[src/rtl/downsampler.sv]
// ---------------------------------------------------------------------------
// downsampler
//
// Integrate-and-dump decimator. Sums 2^k accepted input samples
// (k = decim_log2, latched when a frame opens) and emits one averaged,
// round-half-up, width-converted sample per frame.
//
// Ports:
//   clk         system clock, rising-edge
//   reset       synchronous active-high reset; discards the open frame and
//               any dump already in flight
//   in          signed input sample, qualified by in_valid
//   in_valid    input strobe; may be continuous or sparse
//   decim_log2  decimation exponent k (N = 2^k); sampled only at frame start
//   out         signed averaged output; holds between strobes
//   out_valid   one-cycle strobe per completed frame
//
// Pipeline:
//   edge t   : input sample registered (sample accepted)
//   edge t+1 : accumulate / frame completion, completed sum -> dump register
//   edge t+2 : round, shift, width convert, saturate -> out, out_valid
// ---------------------------------------------------------------------------
module downsampler #(
    parameter int INPUT_WIDTH  = 16,
    parameter int OUTPUT_WIDTH = 24
) (
    input  logic                           clk,
    input  logic                           reset,
    input  logic signed [INPUT_WIDTH-1:0]  in,
    input  logic                           in_valid,
    input  logic        [3:0]              decim_log2,
    output logic signed [OUTPUT_WIDTH-1:0] out,
    output logic                           out_valid
);

    // 15 headroom bits cover a sum of up to 2^15 full-scale samples.
    localparam int ACC_W = INPUT_WIDTH + 15;

    typedef enum logic {
        IDLE,
        ACCUM
    } state_t;

    // Input register
    logic signed [INPUT_WIDTH-1:0]  in_q, in_d;
    logic                           in_valid_q, in_valid_d;
    logic        [3:0]              k_in_q, k_in_d;

    // Frame accumulator
    state_t                         state_q, state_d;
    logic signed [ACC_W-1:0]        acc_q, acc_d;
    logic        [14:0]             count_q, count_d;
    logic        [3:0]              k_lat_q, k_lat_d;

    // Stage 1: dump register
    logic signed [ACC_W-1:0]        dump_q, dump_d;
    logic        [3:0]              dump_k_q, dump_k_d;
    logic                           dump_valid_q, dump_valid_d;

    // Stage 2: output register
    logic signed [OUTPUT_WIDTH-1:0] out_q, out_d;
    logic                           out_valid_q, out_valid_d;

    logic signed [ACC_W-1:0]        in_ext;
    logic signed [ACC_W-1:0]        sum_next;
    logic        [14:0]             last_cnt;
    logic signed [ACC_W-1:0]        round_term;
    logic signed [ACC_W-1:0]        rounded;
    logic signed [INPUT_WIDTH-1:0]  avg;
    logic signed [OUTPUT_WIDTH-1:0] conv;

    assign out       = out_q;
    assign out_valid = out_valid_q;

    always_comb begin
        in_d       = in;
        in_valid_d = in_valid;
        k_in_d     = decim_log2;
    end

    // Frame control. The index of the last sample is derived from the
    // latched exponent so a mid-frame decim_log2 change cannot move it.
    always_comb begin
        state_d      = state_q;
        acc_d        = acc_q;
        count_d      = count_q;
        k_lat_d      = k_lat_q;
        dump_d       = dump_q;
        dump_k_d     = dump_k_q;
        dump_valid_d = 1'b0;

        in_ext   = {{15{in_q[INPUT_WIDTH-1]}}, in_q};
        sum_next = acc_q + in_ext;
        last_cnt = 15'((16'd1 << k_lat_q) - 16'd1);

        case (state_q)
            IDLE: begin
                if (in_valid_q) begin
                    k_lat_d = k_in_q;
                    if (k_in_q == 4'd0) begin
                        // N = 1: every sample is a whole frame.
                        dump_d       = in_ext;
                        dump_k_d     = 4'd0;
                        dump_valid_d = 1'b1;
                    end else begin
                        acc_d   = in_ext;
                        count_d = 15'd1;
                        state_d = ACCUM;
                    end
                end
            end
            ACCUM: begin
                if (in_valid_q) begin
                    if (count_q == last_cnt) begin
                        dump_d       = sum_next;
                        dump_k_d     = k_lat_q;
                        dump_valid_d = 1'b1;
                        acc_d        = '0;
                        count_d      = 15'd0;
                        state_d      = IDLE;
                    end else begin
                        acc_d   = sum_next;
                        count_d = count_q + 15'd1;
                    end
                end
            end
            default: begin
                state_d = IDLE;
            end
        endcase
    end

    // Average with round-half-up; the quotient always fits INPUT_WIDTH bits.
    always_comb begin
        round_term = (dump_k_q == 4'd0) ? '0 : (ACC_W'(1) << (dump_k_q - 4'd1));
        rounded    = dump_q + round_term;
        avg        = INPUT_WIDTH'(rounded >>> dump_k_q);
    end

    generate
        if (OUTPUT_WIDTH >= INPUT_WIDTH) begin : g_widen
            localparam int SH = OUTPUT_WIDTH - INPUT_WIDTH;
            always_comb begin
                conv = $signed(OUTPUT_WIDTH'(avg)) <<< SH;
            end
        end else begin : g_narrow
            localparam int D = INPUT_WIDTH - OUTPUT_WIDTH;
            localparam logic signed [INPUT_WIDTH:0] HALF =
                {{INPUT_WIDTH{1'b0}}, 1'b1} << (D - 1);
            localparam logic signed [INPUT_WIDTH:0] MAXV =
                {{(D + 2){1'b0}}, {(OUTPUT_WIDTH - 1){1'b1}}};
            logic signed [INPUT_WIDTH:0] ext;
            logic signed [INPUT_WIDTH:0] rnd;
            // One extra bit keeps the rounding add from wrapping; only the
            // positive extreme can exceed the output range.
            always_comb begin
                ext  = {avg[INPUT_WIDTH-1], avg};
                rnd  = (ext + HALF) >>> D;
                conv = (rnd > MAXV) ? MAXV[OUTPUT_WIDTH-1:0] : rnd[OUTPUT_WIDTH-1:0];
            end
        end
    endgenerate

    always_comb begin
        out_d       = dump_valid_q ? conv : out_q;
        out_valid_d = dump_valid_q;
    end

    always_ff @(posedge clk) begin
        if (reset) begin
            in_q         <= '0;
            in_valid_q   <= 1'b0;
            k_in_q       <= 4'd0;
            state_q      <= IDLE;
            acc_q        <= '0;
            count_q      <= 15'd0;
            k_lat_q      <= 4'd0;
            dump_q       <= '0;
            dump_k_q     <= 4'd0;
            dump_valid_q <= 1'b0;
            out_q        <= '0;
            out_valid_q  <= 1'b0;
        end else begin
            in_q         <= in_d;
            in_valid_q   <= in_valid_d;
            k_in_q       <= k_in_d;
            state_q      <= state_d;
            acc_q        <= acc_d;
            count_q      <= count_d;
            k_lat_q      <= k_lat_d;
            dump_q       <= dump_d;
            dump_k_q     <= dump_k_d;
            dump_valid_q <= dump_valid_d;
            out_q        <= out_d;
            out_valid_q  <= out_valid_d;
        end
    end

endmodule

[config.mk]
export PLATFORM = sky130hd
export DESIGN_NAME = downsampler
export DESIGN_NICKNAME = d
export VERILOG_FILES = /design/src/rtl/downsampler.sv
export SDC_FILE = /design/constraint.sdc
export NUM_CORES = 1
export LEC_CHECK = 0
export ABC_AREA = 1
export CORE_ASPECT_RATIO = 2
export CORE_MARGIN = 8
export CORE_UTILIZATION = 56
export DETAILED_ROUTE_END_ITERATION = 10
export PLACE_DENSITY = 0.75
export SYNTH_ARGS = -nofsm -noshare
export SYNTH_HDL_FRONTEND = slang
export SYNTH_SLANG_ARGS = --single-unit
[constraint.sdc]
create_clock -name clk -period 4 [get_ports clk]
set_clock_uncertainty 0.2 [all_clocks]
set_input_delay 1 -clock clk [delete_from_list [all_inputs] [get_ports clk]]
set_output_delay 1 -clock clk [all_outputs]
set_load 0.03 [all_outputs]
# == Word level (Yosys, flattened, before mapping) ==
# Index checks and enable logic that the tools add are counted.
# totals
ff_bits,125
latchBits,0
mem_bits_rw,0
rom_bits,0
input_bits,23
out_inout_bits,25
elab_cells,63
memories,0
# classes
add_sub_neg,5
n_mul,0
div_mod_pow,0
order_cmp,0
n_eq_ne,6
shifts,3
n_mux,31
bitwise_logic,1
n_reduce_logical,5
# ops
cell,n
$mux W31,9
$pmux W31 S2,2
$mux W15,4
$add A31 B16 Y31,1
$add A31 B31 Y31,1
$shl A1 B4 Y31 const A,1
$sshr A31 B4 Y16,1
$pmux W15 S2,1
$mux W4,4
$add A15 B1 Y15 const B,1
$eq A15 B15 Y1,1
$shl A1 B4 Y15 const A,1
$sub A15 B1 Y15 const B,1
$logic_not A4 Y1,2
$mux W1,8
$ne A2 B2 Y1 const B,4
$pmux W4 S2,1
$pmux W1 S2,2
$reduce_and A4 Y1,1
$sub A4 B1 Y4 const B,1
$reduce_and A3 Y1,1
$ne A2 B1 Y1 const B,1
$reduce_and A2 Y1,1
$not A1 Y1,1

# == Depth between registers and ports, before layout ==
# Gate-level depths: netlist of run 1.
# logic_depth
depth_word,6
ltp_mapped,26
ltp_nobuf,24

# == Worst setup path before layout of run 1 ==
# No wires, ideal clock.
# synth_path
path_type,register to register
start,reg dump_k_q[0]
end,reg out_q[22] (netlist: out[22])
setup_ns,0.109
arrival_ns,2.828
t_required_ns,3.691
path_slack_ns,0.863
path_stages_with_launch,25
path_buffers,2
period_less_slack_ns,3.137
cell_sequence,dfxtp_1 > clkbuf_1 > inv_1 > clkbuf_1 > nor2_1 > nand2_1 > nor2_1 > ha_1 > fa_1 > nand3_1 > nand3_1 > nand3_1 > nand3_1 > nand2_1 > nand3_1 > nand3_1 > nand2_1 > nand2_1 > nand2_1 > nand2_1 > nand2_1 > nand2_1 > nand3_1 > nand2_1 > inv_1
# synth_via
elab_chain_len,5
word_cells_on_any_way,6
cone_classes,2 x add/sub; 2 x shift; 1 x mux; 1 x reduce/logical
# synth_lines
item,line_no,text
from (decl),57,"logic [3:0] dump_k_q, dump_k_d;"
from (signal assigned),192,dump_k_q <= dump_k_d;
$sub A4 B1 Y4,135,round_term = (dump_k_q == 4'd0) ? '0 : (ACC_W'(1) << (dump_k_q - 4'd1));
$shl A1 B4 Y31,135,
$mux W31,135,
$add A31 B31 Y31,136,rounded = dump_q + round_term;
$sshr A31 B4 Y16 *,137,avg = INPUT_WIDTH'(rounded >>> dump_k_q);
to (signal assigned),194,out_q <= out_d;
to (decl),61,"logic signed [OUTPUT_WIDTH-1:0] out_q, out_d;"
# Mark *: on every way between the ends. The rest lies on a longest branch, timed or not.
# A chain may end at the register's enable or synchronous reset.

# == Final worst setup path of run 1 ==
# layout_path
start,reg dump_k_q[1]
end,reg out_q[14] (netlist: out[14])
# The elaborated chain is that of the path after synthesis.

==> results of run 1 <==
critical path, stage by stage (launching register included):
cell and delay, ns:
dfxtp_1 0.36, buf_12 0.20, inv_2 0.06, nor2_2 0.27, nand2_1 0.13, nor2_1 0.12, ha_1 0.34, nand2_1 0.18
inv_1 0.07, nand2_1 0.06, nand2_1 0.07, inv_1 0.06, nand3_1 0.20, xor2_1 0.37, nand2_1 0.12, nand2_1 0.07
nand2_1 0.05, nand2_1 0.11, nor2_1 0.05, nor2_1 0.09, nor2_1 0.05, nand2_1 0.11, a21oi_1 0.07
worst min-delay path by stage:
stage | startpoint | cells after the start | slack (ns) | endpoint
global route | acc_q[9] | 2 | 0.29 | acc_q[9]
finish | dump_q[10] | 2 | 0.27 | dump_q[10]
global placement | dump_q[10] | 2 | 0.25 | dump_q[10]
detailed placement | dump_q[10] | 2 | 0.26 | dump_q[10]
CTS | dump_q[10] | 2 | 0.27 | dump_q[10]
floorplan | dump_q[0] | 2 | 0.24 | dump_q[0]
cells in the final DEF, fill, tap and decap left out, types with 13 or more instances in the layout:
cell type,count
clkbuf_16,17
xor2_1,27
clkdlybuf4s50_1,38
ha_1,48
o21ai_0,78
xnor2_1,13
dfxtp_1,125
nand2_1,521
buf_4,22
a31oi_1,13
nand4_1,27
inv_1,177
nand3_1,227
a21oi_1,120
nor2_1,176
flip-flops by register name, indices dropped and copies added, names as in the netlist, 4 cells and up:
signal / cells
k_lat_q: 4
k_in_q: 4
dump_q: 31
dump_k_q: 4
out: 16
in_q: 16
acc_q: 31
count_q: 15
logic make-up (layout without fill, tap and decap cells):
group,count (synthesis),count (layout),synth area share
other,1,9,0.000366
AOI/OAI and AO/OA,252,252,0.134
xor gates and xnor gates,41,41,0.0358
DFF,125,125,0.244
and+or+nand+nor,1002,1002,0.417
buffers and inverters,264,281,0.107
adders and majority gates,50,50,0.0625
final cells by class:
| cell class | instances | area, um^2 | area share |
|---|---|---|---|
| Multi-Input combinational cell | 1354 | 6680 | 0.591 |
| Sequential cell | 125 | 2500 | 0.221 |
| Inverter | 187 | 707 | 0.0625 |
| Timing Repair Buffer | 62 | 571 | 0.0505 |
| Clock buffer | 18 | 439 | 0.0388 |
| Tap cell | 216 | 270 | 0.0239 |
| Clock inverter | 14 | 135 | 0.0120 |
layer usage:
layer	GRT usage	vias to the layer above	share of wire
li1	-	5654	-
met1	0.301	5220	0.35
met2	0.600	407	0.53
met3	0.0326	160	0.041
met4	0.264	0	0.082
met5	0	-	0
per-stage QoR:
| stage | setup WS, ns | power [mW] |
|---|---|---|
| 3_3_place_gp | 0.346 | 1.83 |
| 5_1_grt | 0.189 | 3.46 |
| 2_1_floorplan | 0.863 | 1.71 |
| 3_5_place_dp | 0.350 | 1.84 |
| 4_1_cts | 0.355 | 3.35 |
| 6_report | 0.420 | 3.34 |
power groups by stage:
stage                     Sequential [mW]  Combinational, mW  Clock, mW
final                                1.33              0.494       1.51
after global routing                 1.33              0.548       1.58
after CTS                            1.33              0.490       1.53
after detailed placement             1.35              0.485          0
after global placement               1.35              0.479          0
after floorplan                      1.34              0.366          0
repair_timing:
| item | 4_1_cts | 5_1_grt |
|---|---|---|
| setup endpoints to repair | 0 | 1 |
| hold buffers | 0 | 0 |
| resized for setup | 0 | 1 |
==> reports/results.tsv, run 1 <==
metric	value	unit
outcome	complete, no violations	
min_period	3.58	ns
hp-class	flip-flop to flip-flop	
path_class	flip-flop to flip-flop	
cp.arrival	3.66	ns
grt_pass1_vias	11500	
ys.flop_type	dfxtp_1	
synth_edf_count	0	
critPathCaptureType	flip-flop	
synthArstFlopShare	0	
clock_latency	0.43	ns
cp-endpoint	out[14]	
finalWirelength	36.5	mm
dr.pass1.iters	6	
synth_cell_type_count	51	
synth_area	10200	um^2
rows	70	
setup-violations-final	0	
clock_sinks	125	
hold_viol_final	0	
r2r_cells	22	
netlist_instances	1735	
grt_max_degree	87	
cts_max_level	4	
drc	0	
switchingPower	1.00	mW
gp_congestion	1.05	
fmax	0.279	GHz
hpwl	28.2	mm
slew_viol_final	0	
viasPerCell	5.79	
dp.cells	1944	
slew_headroom	0.176	
synth.area.top_cells	dfxtp_1 24%, nand2_1 19%, nand3_1 11%, inv_1 6.5%, nor2_1 6.5%	
rsz0062_at_grt	false	
die_h	207	um
worst-r2r-setup-slack	0.42	ns
p_sw_frac	0.301	
clockBufferDepth	2	
postCtsSetupBuffers	0	
drtIter0Drc	800	
pin_count	48	
fin_util	0.624	
power.share.sequential	0.398	
post_dp_cell_area	10700	um^2
dieArea	23100	um^2
intPower	2.33	mW
route.antenna.remaining_nets	0	
dr_total_vias	11400	
ys_top_cells_by_count	521 x nand2_1, 227 x nand3_1, 177 x inv_1, 177 x nor2_1, 125 x dfxtp_1	
start_kind	flip-flop	
ys_ff_latch	125	
p_comb_frac	0.148	
seq_area_frac_synth	0.244	
vdd_drop_max	0.000281	V
tns	0	ns
num-nets-final	1820	
drive_above_1_share	0.0528	
track_usage	0.319	
grt_pass1_wl	58.1	mm
worst_pin_slew	1.23	ns
root_buffer	clkbuf_16	
n_antenna_cell	0	
maxCapViolations	0	
cellPowerDensity	295	nW/um^2
yosysWarnings	0	
whs	0.268	ns
worstReg2RegEnd	out[14]	
avgSynthCellArea	5.91	um^2
port_buffers	39	
synth_top_area_cell	dfxtp_1	
power_leakage	5.17	nW
cts.clk_slew.worst_paths	0.07	ns
cts_tree	yes	
postLayoutCellArea	11300	um^2
finalCritPeriodShare	0.895	
path_max_fanout	34	
syn_to_final_growth	10.4	%
synthMostInstantiatedCell	nand2_1	
final_cells	1976	
fillCellCount	1820	
core_area	18100	um^2
die_x	112	um
detail_route.wl_per_cell	18.5	um
p_clk_frac	0.454	
startpoint	dump_k_q[1]	
initial_core_util	0.565	
antenna_found_initial	0	
synth_top_area_frac	0.244	
critical_path_required	4.08	ns
r2r-start	dump_k_q[1]	
cts_inserted_buffers	17	
grt-ovfl-total	0	
(Power assumes the default switching activity.)
==> inputs of run 2 (changes only) <==
- clock period: 4 -> 4.2 ns (I/O delays scaled with it)
==> reports/results.tsv, run 2 (same netlist as run 1, synthesis figures left out) <==
metric	value	unit	change
outcome	complete, no violations		
setup-violations-final	0		unchanged
fmax	0.264	GHz	-5.3%
clock_latency	0.43	ns	about the same
cts.clk_slew.worst_paths	0.07	ns	about the same
hpwl	28.0	mm	-0.47%
fillCellCount	1776		-2.4%
power_leakage	5.19	nW	+0.35%
final_common_cell	nand2_1		
finalWirelength	36.0	mm	-1.3%
worst_pin_slew	0.938	ns	-0.296 ns
cts_max_level	4		unchanged
whs	0.269	ns	+0.00110 ns
maxCapViolations	0		unchanged
rsz0062_at_grt	false		
clock_sinks	125		unchanged
root_buffer	clkbuf_16		
critPathCaptureType	flip-flop		
antenna_found_initial	0		unchanged
path_class	flip-flop to flip-flop		
fin_ws	0.418	ns	-0.00201 ns
track_usage	0.313		-0.00603
route.antenna.remaining_nets	0		unchanged
finalCritPeriodShare	0.900		+0.00548
cts_tree	yes		
seqCellArea	2500	um^2	unchanged
viasPerCell	5.78		about the same
detail_route.wl_per_cell	18.2	um	-1.3%
hp-class	flip-flop to flip-flop		
worst-r2r-setup-slack	0.42	ns	about the same
drive_above_1_share	0.0523		-0.000568
grt-ovfl-total	0		unchanged
dr.pass1.iters	7		+1
hold_viol_final	0		unchanged
pin_count	48		unchanged
die_h	207	um	unchanged
cts-resized-gates	0		unchanged
rows	70		unchanged
initial_core_util	0.565		unchanged
n_antenna_cell	0		unchanged
critical_path_required	4.35	ns	+0.27 ns
slew_viol_final	0		unchanged
drtIter0Drc	743		-7.1%
port_buffers	39		unchanged
cellPowerDensity	287	nW/um^2	-2.7%
clockBufferDepth	2		unchanged
multi_input_comb_area	6680	um^2	about the same
grt_pass1_vias	11300		-2.0%
die_x	112	um	unchanged
min_period	3.78	ns	+0.202 ns
postCtsSetupBuffers	0		unchanged
cts_hold_buf	0		unchanged
drc	0		unchanged
syn_to_final_growth	10.5	%	about the same
slew_headroom	0.375		+0.198
dieArea	23100	um^2	unchanged
core_area	18100	um^2	unchanged
mostFrequentLayoutCells	521 x nand2_1, 227 x nand3_1, 177 x inv_1, 177 x nor2_1, 125 x dfxtp_1		
start_kind	flip-flop		
vdd_drop_max	0.000303	V	+7.7%
cts_inserted_buffers	17		unchanged
cp.arrival	3.93	ns	+0.27 ns
num-nets-final	1820		unchanged
dr_total_vias	11400		-0.096%
reg_top3	acc_q: 31 flops, dump_q: 31 flops		
place_ws	0.553	ns	+0.203 ns
grt_max_degree	87		unchanged
grt_pass1_wl	56.9	mm	-2.1%
path_max_fanout	13		-62%
tns	0	ns	unchanged
gp_congestion	1.07		+2.4%
-- run 2: changes by cell type in the layout (fill, tap and decap cells not counted), sizes merged --
cell	before	now
inv	190	194
clkinv	6	4
clkinvlp	4	2
bufinv	1	2
clkbuf	18	17
-- run 2: where the power goes --
part           switching (mW)  internal, mW
registers              0.0411          1.22
clock network           0.619         0.895
logic                   0.311         0.160
-- run 2: layout make-up --
type	count	share of cell area
multi-input cells	1354	0.590
flip-flops and latches	125	0.221
inverters	187	0.0625
repair buffers	62	0.0493
clock buffers	17	0.0376
well taps	216	0.0239
clock inverters	15	0.0155
-- run 2: per-stage QoR --
| step | power [mW] | instances | cell area [um^2] | util |
|---|---|---|---|---|
| 5_1_grt | 3.37 | 1976 | 11300 | 0.624 |
| 4_1_cts | 3.26 | 1976 | 11300 | 0.624 |
| 3_5_place_dp | 1.75 | 1944 | 10700 | 0.591 |
| 2_1_floorplan | 1.63 | 1743 | 10300 | - |
| 6_report | 3.25 | 1976 | 11300 | 0.624 |
| 3_3_place_gp | 1.75 | 1944 | 10700 | 0.591 |
-- run 2: final timing paths --
kind | from | end | cells past startpoint
max reg2reg | dump_k_q[1] | out[14] | 19
max | dump_k_q[1] | out[14] | 19
min reg2reg | acc_q[4] | acc_q[4] | 2
min | acc_q[4] | acc_q[4] | 2
-- run 2: layer usage --
metal | wire (um) | part of all wire | vias up | track usage
li1 | - | - | 5678 | -
met1 | 12400 | 0.35 | 5143 | 0.290
met2 | 18700 | 0.52 | 431 | 0.571
met3 | 1390 | 0.039 | 178 | 0.0338
met4 | 3420 | 0.095 | 0 | 0.311
met5 | 0 | 0 | - | 0
-- run 2: critical path, cell delays in order, from the launching register on --
cell and delay (ns):
dfxtp_1 0.34, buf_4 0.24, inv_2 0.05, nor2_1 0.37, nand2_1 0.17, nor2_1 0.27
ha_1 0.32, nand3_1 0.11, nand3_1 0.17, nand2_1 0.10, nand2_1 0.11, xor2_1 0.48
nand2_1 0.13, nand3_1 0.14, nand3_1 0.09, nand2_1 0.08, nor2_1 0.05, nor2_1 0.09
nand2_1 0.07, a21oi_1 0.12
==> inputs of run 3 (changes only) <==
- SKIP_CTS_REPAIR_TIMING: not set -> 1
- clock period: 4.2 -> 3.7 ns (I/O delays scaled with it)
==> reports/results.tsv, run 3 (same netlist as run 1, synthesis figures left out) <==
metric	value	unit	change
outcome	complete, no violations		
drtIter0Drc	776		+4.4%
dr.pass1.iters	5		-2
clockBufferDepth	2		unchanged
track_usage	0.307		-0.00507
cts_max_level	4		unchanged
port_buffers	39		unchanged
crit_cells	22		+3
r2r_cells	22		+3
cpMostUsedCell	nand2_1		
vdd_drop_max	0.000307	V	+1.3%
finalWirelength	35.2	mm	-2.1%
cts.clk_slew.worst_paths	0.06	ns	about the same
power_leakage	5.25	nW	+1.1%
finalCritPeriodShare	0.920		+0.0201
cts_inserted_buffers	17		unchanged
path_cells	buf_4, nand2_1, inv_1, nand2_1, nor2_1, ha_2, nand2_1, nor2_2, buf_4, nand2_1, inv_1, nand2_1, nand2_1, nand2_1, nand2_1, nand2_1, nand2_1, nand2_1, nand3_1, o21ai_0, o21ai_0, a21oi_1		
p_clk_frac	0.457		-0.009
hold_viol_final	0		unchanged
hpwl	27.7	mm	-1.2%
reg_top3	acc_q: 31 flops, dump_q: 31 flops		
critical_path_required	3.77	ns	-0.58 ns
n_antenna_cell	0		unchanged
critPathCaptureType	flip-flop		
fin_ws	0.294	ns	-0.124 ns
viasPerCell	5.72		-1.1%
mostFrequentLayoutCells	521 x nand2_1, 226 x nand3_1, 177 x inv_1		
rsz0062_at_grt	false		
cts_tree	yes		
die_x	112	um	unchanged
min_period	3.41	ns	-0.376 ns
fin_util	0.631		+0.00628
slew_headroom	0.155		-0.220
slew_viol_final	0		unchanged
setup-violations-final	0		unchanged
route.antenna.remaining_nets	0		unchanged
drc	0		unchanged
maxCapViolations	0		unchanged
rows	70		unchanged
dieArea	23100	um^2	unchanged
crit_buf_inv	4		+2
cp.arrival	3.48	ns	-0.45 ns
num-nets-final	1833		+0.71%
pin_count	48		unchanged
cellPowerDensity	319	nW/um^2	+11%
place_ws	0.0607	ns	-0.493 ns
path_max_fanout	12		-1
dr_total_vias	11400		-0.42%
grt_pass1_wl	56.5	mm	-0.57%
whs	0.267	ns	-0.00204 ns
path_class	flip-flop to flip-flop		
worst_pin_slew	1.27	ns	+0.328 ns
crit_slowest_cell	dfxtp_2		
tns	0	ns	unchanged
antenna_found_initial	0		unchanged
critical_path.top_delay_family	simple AND/OR/NAND/NOR gates		
total_power	3.64	mW	+12%
power.share.sequential	0.392		+0.003
start_kind	flip-flop		
clock_latency	0.43	ns	about the same
grt_pass1_vias	11300		-0.20%
hold_path_depth	2		unchanged
intPower	2.58	mW	+13%
detail_route.wl_per_cell	17.7	um	-2.7%
cpPeakStageDelay	0.42	ns	-0.06 ns
gp_congestion	1.02		-5.0%
fmax	0.294	GHz	+11%
final_common_cell	nand2_1		
drive_above_1_share	0.0637		+0.0115
clock_sinks	125		unchanged
syn_to_final_growth	11.6	%	
grt-ovfl-total	0		unchanged
switchingPower	1.07	mW	+9.7%
p_sw_frac	0.292		-0.00635
hp-class	flip-flop to flip-flop		
root_buffer	clkbuf_16		
grt_max_degree	87		unchanged
die_h	207	um	unchanged
initial_core_util	0.565		unchanged
p_comb_frac	0.150		+0.005
core_area	18100	um^2	unchanged
run 3: cell count changes in the layout (fill, tap and decap cells not counted), sizes merged:
cell,delta
buf,+13
clkbuf,+1
clkinv,+1
inv,-2
run 3: routing by layer:
metal	wire, um	track usage	share of wire
met2	18200	0.564	0.52
met4	3290	0.274	0.093
met3	1110	0.0370	0.032
met1	12700	0.293	0.36
met5	0	0	0
run 3: power by group through the flow:
stage,Clock (mW),Sequential [mW],Combinational [mW]
after floorplan,0,1.45,0.396
after global placement,0,1.46,0.533
after detailed placement,0,1.46,0.538
after CTS,1.68,1.43,0.542
after global routing,1.74,1.43,0.605
final,1.67,1.43,0.548
run 3: stage by stage:
step                      cells  area (um^2)
after global routing       1989        11400
after detailed placement   1957        10800
final                      1989        11400
after CTS                  1989        11400
after global placement     1957        10800
after floorplan            1743        10300
run 3: tightest hold or removal path, delay by kind of cell (launching register included):
kind,cells,cell delay [ns]
flops,1,0.31
simple gates,1,0.06
compound gates,1,0.05
run 3: cell type report:
type,instances,area [um^2]
multi-input cells,1354,6710
fillers,1791,6700
flip-flops and latches,125,2500
inverters,187,707
repair buffers,75,656
clock buffers,18,429
well taps,216,270
clock inverters,14,155
run 3: final timing paths:
check                   start        end  slack, ns
setup reg to reg  dump_k_q[1]    out[10]       0.29
setup / recovery  dump_k_q[1]    out[10]       0.29
hold reg to reg     acc_q[26]  acc_q[26]       0.27
hold / removal      acc_q[26]  acc_q[26]       0.27
